`config.mk`:
```
export PLATFORM = sky130hd
export DESIGN_NAME = rf_wr_arbiter
export DESIGN_NICKNAME = d
export VERILOG_FILES = /design/src/rtl/rf_wr_arbiter_pkg.sv /design/src/rtl/rf_wr_lq.sv /design/src/rtl/rf_wr_arbiter.sv
export SDC_FILE = /design/constraint.sdc
export NUM_CORES = 1
export LEC_CHECK = 0
export BUFFER_PORTS_ARGS = -buffer_cell sky130_fd_sc_hd__buf_2
export CAP_MARGIN = 20
export CORE_UTILIZATION = 39
export CTS_CLUSTER_SIZE = 16
export DETAILED_ROUTE_END_ITERATION = 6
export SYNTH_ARGS = -nofsm -noshare
export SYNTH_HDL_FRONTEND = slang
export SYNTH_SLANG_ARGS = --single-unit
```
`constraint.sdc`:
```
create_clock -name clk -period 4 [get_ports clk]
set_clock_uncertainty 0.1 [all_clocks]
set_input_delay 0 -clock clk [delete_from_list [all_inputs] [get_ports clk]]
set_output_delay 0 -clock clk [all_outputs]
set_load 0.01 [all_outputs]
```
`src/rtl/rf_wr_arbiter_pkg.sv`:
```
// Shared types for the register-file write-port arbiter:
// the arbiter FSM state and the long-latency result queue entry.
package rf_wr_arbiter_pkg;

    localparam int NUM_ARCH_REGS = 32;
    localparam int REG_AW        = $clog2(NUM_ARCH_REGS);
    localparam int XLEN          = 32;

    typedef enum logic {
        NORMAL = 1'b0,
        DRAIN  = 1'b1
    } arb_state_e;

    typedef struct packed {
        logic [REG_AW-1:0] rd;
        logic [XLEN-1:0]   data;
    } lq_entry_t;

endpackage

```
`src/rtl/rf_wr_lq.sv`:
```
// Circular FIFO holding long-latency results until the RF write port is free.
// Pointers carry a wrap bit, so count = wr_ptr - rd_ptr covers 0..DEPTH.
module rf_wr_lq
    import rf_wr_arbiter_pkg::*;
#(
    parameter int DEPTH = 2
) (
    input  logic                     clk,
    input  logic                     rst,
    input  logic                     push,
    input  lq_entry_t                push_entry,
    input  logic                     pop,
    output lq_entry_t                head,
    output logic                     full,
    output logic                     empty,
    output logic [$clog2(DEPTH):0]   count
);

    localparam int AW = $clog2(DEPTH);

    logic [AW:0] wr_ptr;
    logic [AW:0] rd_ptr;
    lq_entry_t   mem [DEPTH];
    logic        push_ok;
    logic        pop_ok;

    assign count   = wr_ptr - rd_ptr;
    assign full    = (count == (AW+1)'(DEPTH));
    assign empty   = (wr_ptr == rd_ptr);
    assign push_ok = push && !full;
    assign pop_ok  = pop && !empty;
    assign head    = mem[rd_ptr[AW-1:0]];

    // NOTE: sequential state uses non-blocking (<=) so every register samples pre-edge values.
    always_ff @(posedge clk) begin
        if (rst) begin
            wr_ptr <= '0;
            rd_ptr <= '0;
        end else begin
            if (push_ok) wr_ptr <= wr_ptr + 1'b1;
            if (pop_ok)  rd_ptr <= rd_ptr + 1'b1;
        end
    end

    // NOTE: storage is not reset; the pointers alone define which entries are valid.
    always_ff @(posedge clk) begin
        if (push_ok) mem[wr_ptr[AW-1:0]] <= push_entry;
    end

endmodule

```
`src/rtl/rf_wr_arbiter.sv`:
```
// Arbitrates the single RF write port between in-order writeback and queued
// long-latency results; tracks pending destinations and stalls to drain the queue.
module rf_wr_arbiter
    import rf_wr_arbiter_pkg::*;
#(
    parameter int LQ_DEPTH   = 2,
    parameter int STARVE_MAX = 8
) (
    input  logic                     clk,
    input  logic                     rst,
    input  logic                     wb_wr_en_i,
    input  logic [REG_AW-1:0]        wb_wr_reg_i,
    input  logic [XLEN-1:0]          wb_wr_data_i,
    input  logic                     ll_issue_i,
    input  logic [REG_AW-1:0]        ll_issue_rd_i,
    input  logic                     ll_valid_i,
    input  logic [REG_AW-1:0]        ll_rd_i,
    input  logic [XLEN-1:0]          ll_data_i,
    output logic                     ll_ready_o,
    output logic                     rf_wr_en_o,
    output logic [REG_AW-1:0]        rf_wr_reg_o,
    output logic [XLEN-1:0]          rf_wr_data_o,
    output logic                     rf_wr_src_lq_o,
    output logic [NUM_ARCH_REGS-1:0] busy_o,
    output logic                     wb_stall_o
);

    localparam int CW = $clog2(LQ_DEPTH) + 1;
    localparam int SW = $clog2(STARVE_MAX + 1);

    arb_state_e              state, state_next;
    logic [SW-1:0]           starve_cnt, starve_next;
    logic [NUM_ARCH_REGS-1:0] busy_q, busy_next;
    logic                    stall_q;

    lq_entry_t               lq_head;
    lq_entry_t               lq_push_entry;
    logic                    lq_full, lq_empty, lq_push, lq_pop;
    logic [CW-1:0]           lq_count, lq_count_next;
    logic                    lq_denied;

    assign lq_push_entry = '{rd: ll_rd_i, data: ll_data_i};
    assign ll_ready_o    = !lq_full && (state == NORMAL);
    assign lq_push       = ll_valid_i && ll_ready_o;
    assign lq_denied     = (state == NORMAL) && wb_wr_en_i && !lq_empty;
    assign lq_count_next = lq_count + CW'(lq_push) - CW'(lq_pop);
    assign busy_o        = busy_q;
    assign wb_stall_o    = stall_q;

    rf_wr_lq #(
        .DEPTH (LQ_DEPTH)
    ) u_lq (
        .clk        (clk),
        .rst        (rst),
        .push       (lq_push),
        .push_entry (lq_push_entry),
        .pop        (lq_pop),
        .head       (lq_head),
        .full       (lq_full),
        .empty      (lq_empty),
        .count      (lq_count)
    );

    // NOTE: every always_comb output gets a default first so no latch is inferred.
    always_comb begin
        rf_wr_en_o     = 1'b0;
        rf_wr_reg_o    = wb_wr_reg_i;
        rf_wr_data_o   = wb_wr_data_i;
        rf_wr_src_lq_o = 1'b0;
        lq_pop         = 1'b0;
        if (state == NORMAL && wb_wr_en_i) begin
            rf_wr_en_o = 1'b1;
        end else if (!lq_empty) begin
            // x0 entries still leave the queue but never reach the RF
            lq_pop         = 1'b1;
            rf_wr_src_lq_o = 1'b1;
            rf_wr_reg_o    = lq_head.rd;
            rf_wr_data_o   = lq_head.data;
            rf_wr_en_o     = (lq_head.rd != '0);
        end
        if (rst) rf_wr_en_o = 1'b0;
    end

    always_comb begin
        state_next = state;
        case (state)
            NORMAL: begin
                if (lq_count_next == CW'(LQ_DEPTH) ||
                    (lq_denied && starve_cnt == SW'(STARVE_MAX - 1)))
                    state_next = DRAIN;
            end
            DRAIN: begin
                if ((lq_count == CW'(1) && lq_pop) || lq_empty)
                    state_next = NORMAL;
            end
            default: state_next = NORMAL;
        endcase
    end

    always_comb begin
        starve_next = starve_cnt;
        if (lq_pop || state == DRAIN)
            starve_next = '0;
        else if (lq_denied && starve_cnt != SW'(STARVE_MAX))
            starve_next = starve_cnt + 1'b1;
    end

    // A fresh issue to the same register outranks the clear from the older result.
    always_comb begin
        busy_next = busy_q;
        if (lq_pop && lq_head.rd != '0)
            busy_next[lq_head.rd] = 1'b0;
        if (ll_issue_i && ll_issue_rd_i != '0)
            busy_next[ll_issue_rd_i] = 1'b1;
        busy_next[0] = 1'b0;
    end

    always_ff @(posedge clk) begin
        if (rst) begin
            state      <= NORMAL;
            starve_cnt <= '0;
            busy_q     <= '0;
            stall_q    <= 1'b0;
        end else begin
            state      <= state_next;
            starve_cnt <= starve_next;
            busy_q     <= busy_next;
            stall_q    <= (state_next == DRAIN);
        end
    end

endmodule
```
=== After elaboration in Yosys (flattened, before gate mapping) ===
Memories as Yosys holds them, arrays and structs flattened. A register that Yosys moved wholly into a read port is not among the register bits.
Index checks and enable logic that the tools add are counted.
W data, S select, Z words.

* Register bits after elaboration: 41
* Bits in writable memories: 74
* Input bits: 84
* Output and inout bits: 73
* Logic and storage cells: 70
* Memories: 1

{| class="wikitable"
|+ Memories
! name !! words !! width !! rd ports !! clocked after Yosys merged registers in !! wr ports !! line !! RTL
|-
| u_lq.mem || 2 || 37 || 1 || 1 || 1 || rf_wr_lq.sv:23 || <nowiki>lq_entry_t mem [DEPTH];</nowiki>
|}

* $add $sub $neg: 6
* Order comparisons: 4
* Eq/ne operators: 6
* Multiplexer cells: 22
* Bitwise logic cells: 4
* Reductions and logical operators: 21

{| class="wikitable"
|+ Operators by type and width
! kind !! count
|-
| $mux W32 || 4
|-
| $and A32 B32 Y32 || 1
|-
| $not A32 Y32 || 1
|-
| $or A32 B32 Y32 || 1
|-
| $logic_and A1 B1 Y1 || 13
|-
| $mux W1 || 13
|-
| $lt A5 B6 Y1 const B || 2
|-
| $demux W1 S5 || 2
|-
| $ge A5 B1 Y1 const B || 2
|-
| $mux W5 || 2
|-
| $reduce_bool A5 Y1 || 2
|-
| $add A2 B1 Y2 const B || 2
|-
| $add A4 B1 Y4 const B || 1
|-
| $eq A2 B2 Y1 const B || 2
|-
| $eq A4 B3 Y1 const B || 1
|-
| $ne A4 B4 Y1 const B || 1
|-
| $logic_or A1 B1 Y1 || 3
|-
| $add A2 B1 Y2 || 1
|-
| $eq A2 B1 Y1 const B || 1
|-
| $eq A2 B2 Y1 || 1
|-
| $logic_not A1 Y1 || 2
|-
| $pmux W1 S2 || 1
|-
| $reduce_or A2 Y1 || 1
|-
| $sub A2 B1 Y2 || 1
|-
| other kinds (2) || 2
|}

=== Longest topological paths before layout ===
Gate-level depths: netlist (run 1).

* Depth after elaboration: 11
* Mapped depth: 13
* Mapped depth without buffers: 10

=== Cells and area by module ===
A second synthesis (run 1) with hierarchy kept.

* Cells, all modules: 410
* Area, all modules: 5,363.9 µm²

{| class="wikitable"
|+ By module, submodules not included
! module !! times used !! cells each !! area an instance (µm²) !! seq. area each (µm²)
|-
| rf_wr_lq || 1 || 158 || 3,047.9 || 2,322.2
|-
| rf_wr_arbiter || 1 || 252 || 2,316.0 || 720.7
|}

=== Worst setup path before layout (run 1) ===
OpenSTA, ideal clock, no wires.

* Kind: register to register
* From: register u_lq.wr_ptr[0]
* To: memory u_lq.mem[1][0] in the netlist's numbering, enable pin
* Setup time: 0.419 ns
* Arrival: 2.317 ns
* Data required time: 3.481 ns
* Path slack: 1.164 ns
* Cell stages (with the launch flop): 5
* Path buffers: 1
* Clock period less this slack: 2.836 ns
* Cell sequence: dfxtp_1 > inv_1 > ha_1 > buf_2 > a2111oi_4

* Cells in the longest elaborated chain, start to end: 8

{| class="wikitable"
|+ Ends and longest elaborated chain
! element !! line !! RTL
|-
| from (decl) || rf_wr_lq.sv:21 || <nowiki>logic [AW:0] wr_ptr;</nowiki>
|-
| from (signal assigned) || rf_wr_lq.sv:40 || <nowiki>if (push_ok) wr_ptr <= wr_ptr + 1'b1;</nowiki>
|-
| $sub A2 B2 Y2 || rf_wr_lq.sv:27 || <nowiki>assign count = wr_ptr - rd_ptr;</nowiki>
|-
| $eq A2 B2 Y1 || rf_wr_lq.sv:28 || <nowiki>assign full = (count == (AW+1)'(DEPTH));</nowiki>
|-
| $logic_not A1 Y1 || rf_wr_lq.sv:30, rf_wr_arbiter.sv:43 ||
|-
| $logic_and A1 B1 Y1 || rf_wr_arbiter.sv:43 || <nowiki>assign ll_ready_o = !lq_full && (state == NORMAL);</nowiki>
|-
| $logic_and A1 B1 Y1 || rf_wr_arbiter.sv:44 || <nowiki>assign lq_push = ll_valid_i && ll_ready_o;</nowiki>
|-
| $logic_and A1 B1 Y1 || rf_wr_lq.sv:30 || <nowiki>assign push_ok = push && !full;</nowiki>
|-
| $mux W1 || rf_wr_lq.sv:47 || <nowiki>if (push_ok) mem[wr_ptr[AW-1:0]] <= push_entry;</nowiki>
|-
| $mux W1 (not written as such) || rf_wr_lq.sv:47 ||
|-
| to (decl) || rf_wr_lq.sv:23 ||
|}

Several ways; a longest one is shown, not always the timed one.

==> metrics, run 1 <==
vias per cell 4.853; Worst-Skew Late Latency 0.41 ns; Final nets 735; post-synthesis sequential area ratio 60.30%; R2R setup slack 1.32 ns; design area 0.007034 mm2; die height 115.8 um; htree depth 4; Hold Path Cell Cnt 2; clk sinks 115; Residual DRC 0; CTS Root Cell clkbuf_16; synthesized instance count 443; I/O Pins 157; max-cap viol count 0; Worst Reg-to-Reg Cells 4; CTS tree done; total power per unit cell area 641.7 mW/mm2; Synth Register Bits 115; port bufs 155; syn nets 532; post-synth cell types 38; setup violators final 0; CTS Buffer Depth 2; DRT Pass-1 Iters 5; end of the worst register-to-register path u_lq.mem[0][30]; GR Overflow Total 0; Die Span X 115.8 um; HPWL Detailed 7731 um; Crit Path Max Fanout 77; hold slack final 0.03658 ns; overall power 4.514 mW; Tightest Pin Transition 0.9555 ns; Critical Path RT 3.90 ns; Max VDD drop 0.0003717 V; Post-CTS Setup Inserts 0; Total Die Area 0.01340 mm2; first-pass GRT wire length 18,290 um; initial drt markers 208; share of cells above drive strength 1 29.74%; antenna-violating nets left 0; total global-route track usage 18.37%; pin count of the biggest net entering global routing 78; Synth area leaders edfxtp_1 (44%), dfxtp_1 (16%), mux2i_1 (7.7%), a21oi_1 (7.0%), nor2_1 (3.8%); vias in the first global route 3,774; total routed wirelength 11,810 um; Syn Area/Cell 11.39 um2; antenna violations before repair 0; Final Hold Viols 0; Leak Pwr 2.757 nW; Post-Syn Area 0.005046 mm2; Final Util 55.74%; CTS Buf Count 17; Worst Path Class, Setup flop to output port; fmax 372.3 MHz; WP data arrival 2.59 ns; Tcrit/Tclk final 67.15%; hold path endpoint u_lq.wr_ptr[1]; number of cell rows 41; RSZ-0062 raised after global routing no; Synth area leader edfxtp_1; Placer Congestion 0.8224; min cycle time layout 2.686 ns; Final Max Tran Viols 0; min-delay src rst; synth warn 0; clk slew on worst S/H paths 0.05 ns; RR Startpoint u_lq.wr_ptr[0]; Tightest Hold Check Type primary input to flop; TNS Setup 0 ns; wire per inst 14.21 um; via count 4,033; Critical Path Sink Type output port; Area Growth Syn to Fin 39.40%; Placed Area 0.005956 mm2; status finished clean; crit path launch type flop; CORE AREA 0.01262 mm2; initial core utilization 39.99%; top-area cell type share of the netlist area 44.04%; antenna diode count 0; Slew Limit Headroom 36.16%
sequential cells by signal, indices dropped and copies added (netlist names), named ones only:
register,count
busy_o,31
starve_cnt,4
u_lq.mem,74
u_lq.rd_ptr,2
u_lq.wr_ptr,2
wb_stall_o,1
cell usage after synthesis:
library cell	n
a32oi_1	1
edfxtp_1	74
ha_1	5
nand2_1	35
o211ai_1	1
inv_1	9
and2_1	2
a2111oi_4	1
a221oi_2	1
a211oi_1	2
and3_1	4
nand2b_1	1
xor2_1	1
buf_4	4
xnor2_1	7
mux2i_1	39
o21ai_0	34
nor2_1	51
dfxtp_1	41
o22ai_1	1
o21ai_1	5
mux2_2	1
a2111oi_2	1
xnor2_2	1
or3_1	2
and3b_1	8
xnor3_1	1
nor3b_1	10
nor3_1	3
buf_2	13
a21oi_1	71
clkbuf_1	4
nor2b_1	1
conb_1	1
o221ai_2	4
buf_1	1
a21boi_2	1
xor2_2	1
cell usage in the layout (no fill, tap or decap), drive strengths merged, types with 10 or more instances in the layout:
| master | count |
|---|---|
| dfxtp | 41 |
| edfxtp | 74 |
| o21ai | 39 |
| nor3b | 10 |
| buf | 158 |
| nand2 | 35 |
| dlygate4sd3 | 48 |
| nor2 | 51 |
| clkbuf | 19 |
| a21oi | 71 |
| mux2i | 39 |
where the power goes:
group | leakage [nW] | total (mW) | switching [mW] | internal, mW
Clock | 0.288 | 1.53 | 0.499 | 1.03
Combinational | 1.45 | 1.41 | 0.830 | 0.582
Sequential | 1.02 | 1.58 | 0.121 | 1.46
Total | 2.76 | 4.51 | 1.45 | 3.06
stage by stage:
stage / std cells / worst slack [ns]
floorplan: 443 / 1.164
global placement: 751 / 1.327
detailed placement: 751 / 1.284
finish: 831 / 1.314
global route: 831 / 1.067
CTS: 831 / 1.266
cells by family after synthesis:
logic type               count (synthesis)  synth area share (%)
other                                    1               0.07431
AND/OR/NAND/NOR                        117                 10.81
adder cells (fa/ha/maj)                  5                 1.240
flip-flops                             115                 60.30
buffers and inverters                   31                 2.926
AO/OA/AOI/OAI                          123                 14.21
XOR/XNOR                                11                 2.480
multiplexers                            40                 7.959
worst max-delay path, cell delays in order, from the launching register on:
cell and delay (ns):
dfxtp_1 0.47, nand2b_1 0.46, a21boi_4 0.26, buf_4 0.55, nor2_1 0.09, a21oi_1 0.14
buf_2 0.14
layer usage:
layer,vias up,part of all wire (%),global-route usage (%)
li1,2027,-,-
met1,1846,43,21.91
met2,152,49,30.54
met3,8,7.2,5.596
met4,0,0.83,8.462
met5,-,0,0
what timing repair did:
item	in CTS	in global routing
endpoints found under the hold margin	102	0
hold buffers	48	0
gates resized for setup	0	0
how the worst max path moves through the flow:
| stage | start | end | slack (ns) | depth (start not counted) |
|---|---|---|---|---|
| after floorplan | u_lq.wr_ptr[0] | u_lq.mem[1][0] | 1.16 | 4 |
| after global placement | u_lq.wr_ptr[0] | u_lq.mem[0][16] | 1.33 | 4 |
| after detailed placement | u_lq.wr_ptr[0] | u_lq.mem[0][24] | 1.28 | 4 |
| after CTS | u_lq.wr_ptr[0] | u_lq.mem[0][25] | 1.27 | 4 |
| after global routing | wb_stall_o | rf_wr_data_o[12] | 1.07 | 6 |
| final | wb_stall_o | rf_wr_reg_o[2] | 1.31 | 6 |
layout make-up:
cell class	instances	area (um2)
fillers	1122	5585
flip-flops and latches	115	3044
multi-input cells	297	1864
repair buffers	206	1279
clock buffers	19	432.9
well taps	172	215.2
clock inverters	13	165.2
inverters	9	33.78
No activity file was read; power rests on OpenSTA's default activity.
==> run 2: changes to the inputs <==
--- a/config.mk
+++ b/config.mk
@@ -5,6 +5,7 @@
 export SDC_FILE = /design/constraint.sdc
 export NUM_CORES = 1
 export LEC_CHECK = 0
+export ABC_AREA = 1
 export BUFFER_PORTS_ARGS = -buffer_cell sky130_fd_sc_hd__buf_2
 export CAP_MARGIN = 20
 export CORE_UTILIZATION = 39
==> constraint.sdc (replaced) <==
create_clock -name clk -period 2.7 [get_ports clk]
set_clock_uncertainty 0.1 [all_clocks]
set_input_delay 0 -clock clk [delete_from_list [all_inputs] [get_ports clk]]
set_output_delay 0 -clock clk [all_outputs]
set_load 0.01 [all_outputs]
==> run 2 against run 1 <==
Critical path depth rose by 3. Core utilization fell by 0.11 points. Synthesized area rose by 2.1%. Sequential power rose by 37%. Largest power group unchanged. Combinational power rose by 28%. Non-clock buffer count rose by 6. First-iteration DRC count rose by 35%. Hold slack got worse by 0.014 ns.
==> metrics, run 2 <==
CTS Buf Count 17 (unchanged); Final Max Tran Viols 0 (unchanged); min cycle time layout 2.522 ns; Total Die Area 0.01368 mm2 (was 0.01340 mm2); Worst Path Class, Setup flop to output port (unchanged); Critical Path RT 2.60 ns (was 3.90 ns); post-synthesis xor/xnor area fraction 0.5098% (was 2.480%); final setup margin 0.1780 ns (was 1.314 ns); setup violators final 0 (unchanged); Syn Area/Cell 9.236 um2 (was 11.39 um2); CORE AREA 0.01277 mm2 (was 0.01262 mm2); CTS Root Cell clkbuf_16 (unchanged); Post-Syn Area 0.005154 mm2 (was 0.005046 mm2); Worst-Skew Late Latency 0.41 ns (about the same); TNS Setup 0 ns (unchanged); Adder-Cell Fraction of Synth Area 1.214% (was 1.240%); top_reg_cell synth edfxtp_1 (unchanged); most frequent cell after synthesis nand2_1 (was edfxtp_1); antenna-violating nets left 0 (unchanged); Area Growth Syn to Fin 37.87% (was 39.40%); die height 117.0 um (was 115.8 um); wire per inst 13.79 um (was 14.21 um); I/O Pins 157 (unchanged); htree depth 4 (unchanged); Post-Synth Simple-Gate Area 22.65% (was 10.81%); antenna diode count 0 (unchanged); HPWL Detailed 8560 um (was 7731 um); largest family of logic cells by synthesized area simple AND/OR/NAND/NOR gates (was compound AO/OA/AOI/OAI gates); vias per cell 4.841 (was 4.853); initial core utilization 40.35% (was 39.99%); switching part of the total 33.75% (was 32.11%); Final Non-Filler Cells 952 (was 831); total power per unit cell area 839.5 mW/mm2 (was 641.7 mW/mm2); max-cap viol count 0 (unchanged); CTS Buffer Depth 2 (unchanged); post-synthesis sequential area ratio 59.04% (was 60.30%); Leak Pwr 2.979 nW (was 2.757 nW); Final Hold Viols 0 (unchanged); Seq pwr share 36.2% (was 34.9%); Post-CTS Setup Inserts 0 (unchanged); clk sinks 115 (unchanged); GR Overflow Total 0 (unchanged); Final nets 856 (was 735); Residual DRC 0 (unchanged); most frequent cells in the layout nand2_1 (202), buf_2 (155), edfxtp_1 (74) (was buf_2 (155), edfxtp_1 (74), a21oi_1 (71)); fraction of registers with async set/reset 0% (unchanged); synth warn 0 (unchanged); Die Span X 117.0 um (was 115.8 um); clk slew on worst S/H paths 0.05 ns (about the same); max FFs per register 74 (unchanged); initial drt markers 281 (was 208); DRT Pass-1 Iters 7 (was 5); first-pass GRT wire length 20,600 um (was 18,290 um); share of cells above drive strength 1 27.82% (was 29.74%); NetSw 2.013 mW (was 1.450 mW); Placer Congestion 0.8696 (was 0.8224); Tcrit/Tclk final 93.41%; number of flops mapped to enable cells by yosys 74 (unchanged); WP data arrival 2.42 ns (was 2.59 ns); Synth area leaders edfxtp_1 (43%), dfxtp_1 (16%), nand2_1 (15%), a21oi_1 (3.7%), nor2_1 (3.4%) (was edfxtp_1 (44%), dfxtp_1 (16%), mux2i_1 (7.7%), a21oi_1 (7.0%), nor2_1 (3.8%)); vias in the first global route 4,436 (was 3,774); Synth Register Bits 115 (unchanged); Synth Area in Compound Gates 10.76% (was 14.21%); combinational power share 30.3% (was 31.3%); antenna violations before repair 0 (unchanged); Critical Path Sink Type output port (unchanged); Max VDD drop 0.0005062 V (was 0.0003717 V); synthesized instance count 558 (was 443); Int Power 3.952 mW (was 3.064 mW); port bufs 155 (unchanged); number of cell rows 41 (unchanged); commonest non-fill, non-tap cell in the layout nand2_1 (was buf_2); RSZ-0062 raised after global routing no (unchanged); DP Cell Count 873 (was 751); total global-route track usage 20.06% (was 18.37%); Tightest Hold Check Type primary input to flop (unchanged); pin count of the biggest net entering global routing 68 (was 78); CTS tree done (unchanged); Slew Limit Headroom 41.73% (was 36.16%); top cells by instance count after synthesis nand2_1 (202), edfxtp_1 (74), nor2_1 (47) (was edfxtp_1 (74), a21oi_1 (71), nor2_1 (51)); crit path launch type flop (unchanged); total routed wirelength 13,130 um (was 11,810 um); via count 4,609 (was 4,033); fmax 396.5 MHz; Tightest Pin Transition 0.8673 ns (was 0.9555 ns); syn nets 647 (was 532); Crit Path Max Fanout 67 (was 77); post-synthesis mux area share 0% (was 7.959%); worst slack, placed 0.3391 ns (was 1.284 ns); hold slack final 0.02242 ns (was 0.03658 ns); Synth area leader edfxtp_1 (unchanged); top-area cell type share of the netlist area 43.12% (was 44.04%); Clk network pwr share 33.5% (was 33.8%); post-synth cell types 33 (was 38); status finished clean (unchanged)
-- run 2: worst max-delay path, cell delays in order, from the launching register on --
cell     delay (ns)
dfxtp_1        0.37
inv_1          0.13
ha_1           0.38
nand3_4        0.15
nand2_4        0.06
inv_2          0.07
buf_8          0.34
nor2_1         0.10
a31oi_1        0.19
buf_2          0.17
-- run 2: repair_timing --
item,4_1_cts,5_1_grt
hold buffers,47,0
hold endpoints to repair,104,0
gates resized for setup,1,2
endpoints found under the setup margin,10,13
pin swaps,0,0
-- run 2: path summary, 6_finish.rpt --
kind / start / to / slack, ns / cells after the start
min: rst / busy_o[12] / 0.02 / 2
max: u_lq.wr_ptr[0] / rf_wr_data_o[14] / 0.18 / 9
max reg2reg: u_lq.wr_ptr[0] / wb_stall_o / 0.28 / 14
min reg2reg: busy_o[13] / busy_o[13] / 0.36 / 2
-- run 2: cell families after synthesis --
logic type / count (synthesis)
and+or+nand+nor: 285
DFF: 115
AOI/OAI and AO/OA: 87
buffers and inverters: 62
adders and majority gates: 5
xor gates and xnor gates: 3
other: 1
-- run 2: final cells by class --
cell class              instances  area (um2)
clock buffers                  19       432.9
clock inverters                13       93.84
fillers                      1151        5668
inverters                      40       150.1
multi-input cells             381        1829
flip-flops and latches        115        3043
well taps                     172       215.2
repair buffers                212        1341
-- run 2: power by group through the flow --
stage / Sequential (mW) / Combinational (mW) / Clock (mW)
4_1_cts: 2.16 / 1.81 / 2.03
3_5_place_dp: 2.19 / 1.75 / 0
6_report: 2.16 / 1.81 / 2.00
5_1_grt: 2.18 / 2.01 / 2.11
2_1_floorplan: 2.18 / 1.22 / 0
3_3_place_gp: 2.19 / 1.72 / 0
-- run 2: metrics by stage --
step / utilization [%] / power, mW / cell area, um2
after floorplan: - / 3.405 / 5154
after global placement: 47.76 / 3.909 / 6101
after detailed placement: 47.76 / 3.937 / 6101
after CTS: 55.60 / 6.004 / 7102
after global routing: 55.63 / 6.297 / 7106
final: 55.63 / 5.965 / 7106
-- run 2: layer usage --
metal  vias to the layer above  routed length, um  GRT usage (%)
met5                         -                  0              0
met4                         0                202          8.270
met3                        18                967          6.591
met2                       178               6262          33.06
met1                      2119               5695          24.24
li1                       2294                  -              -
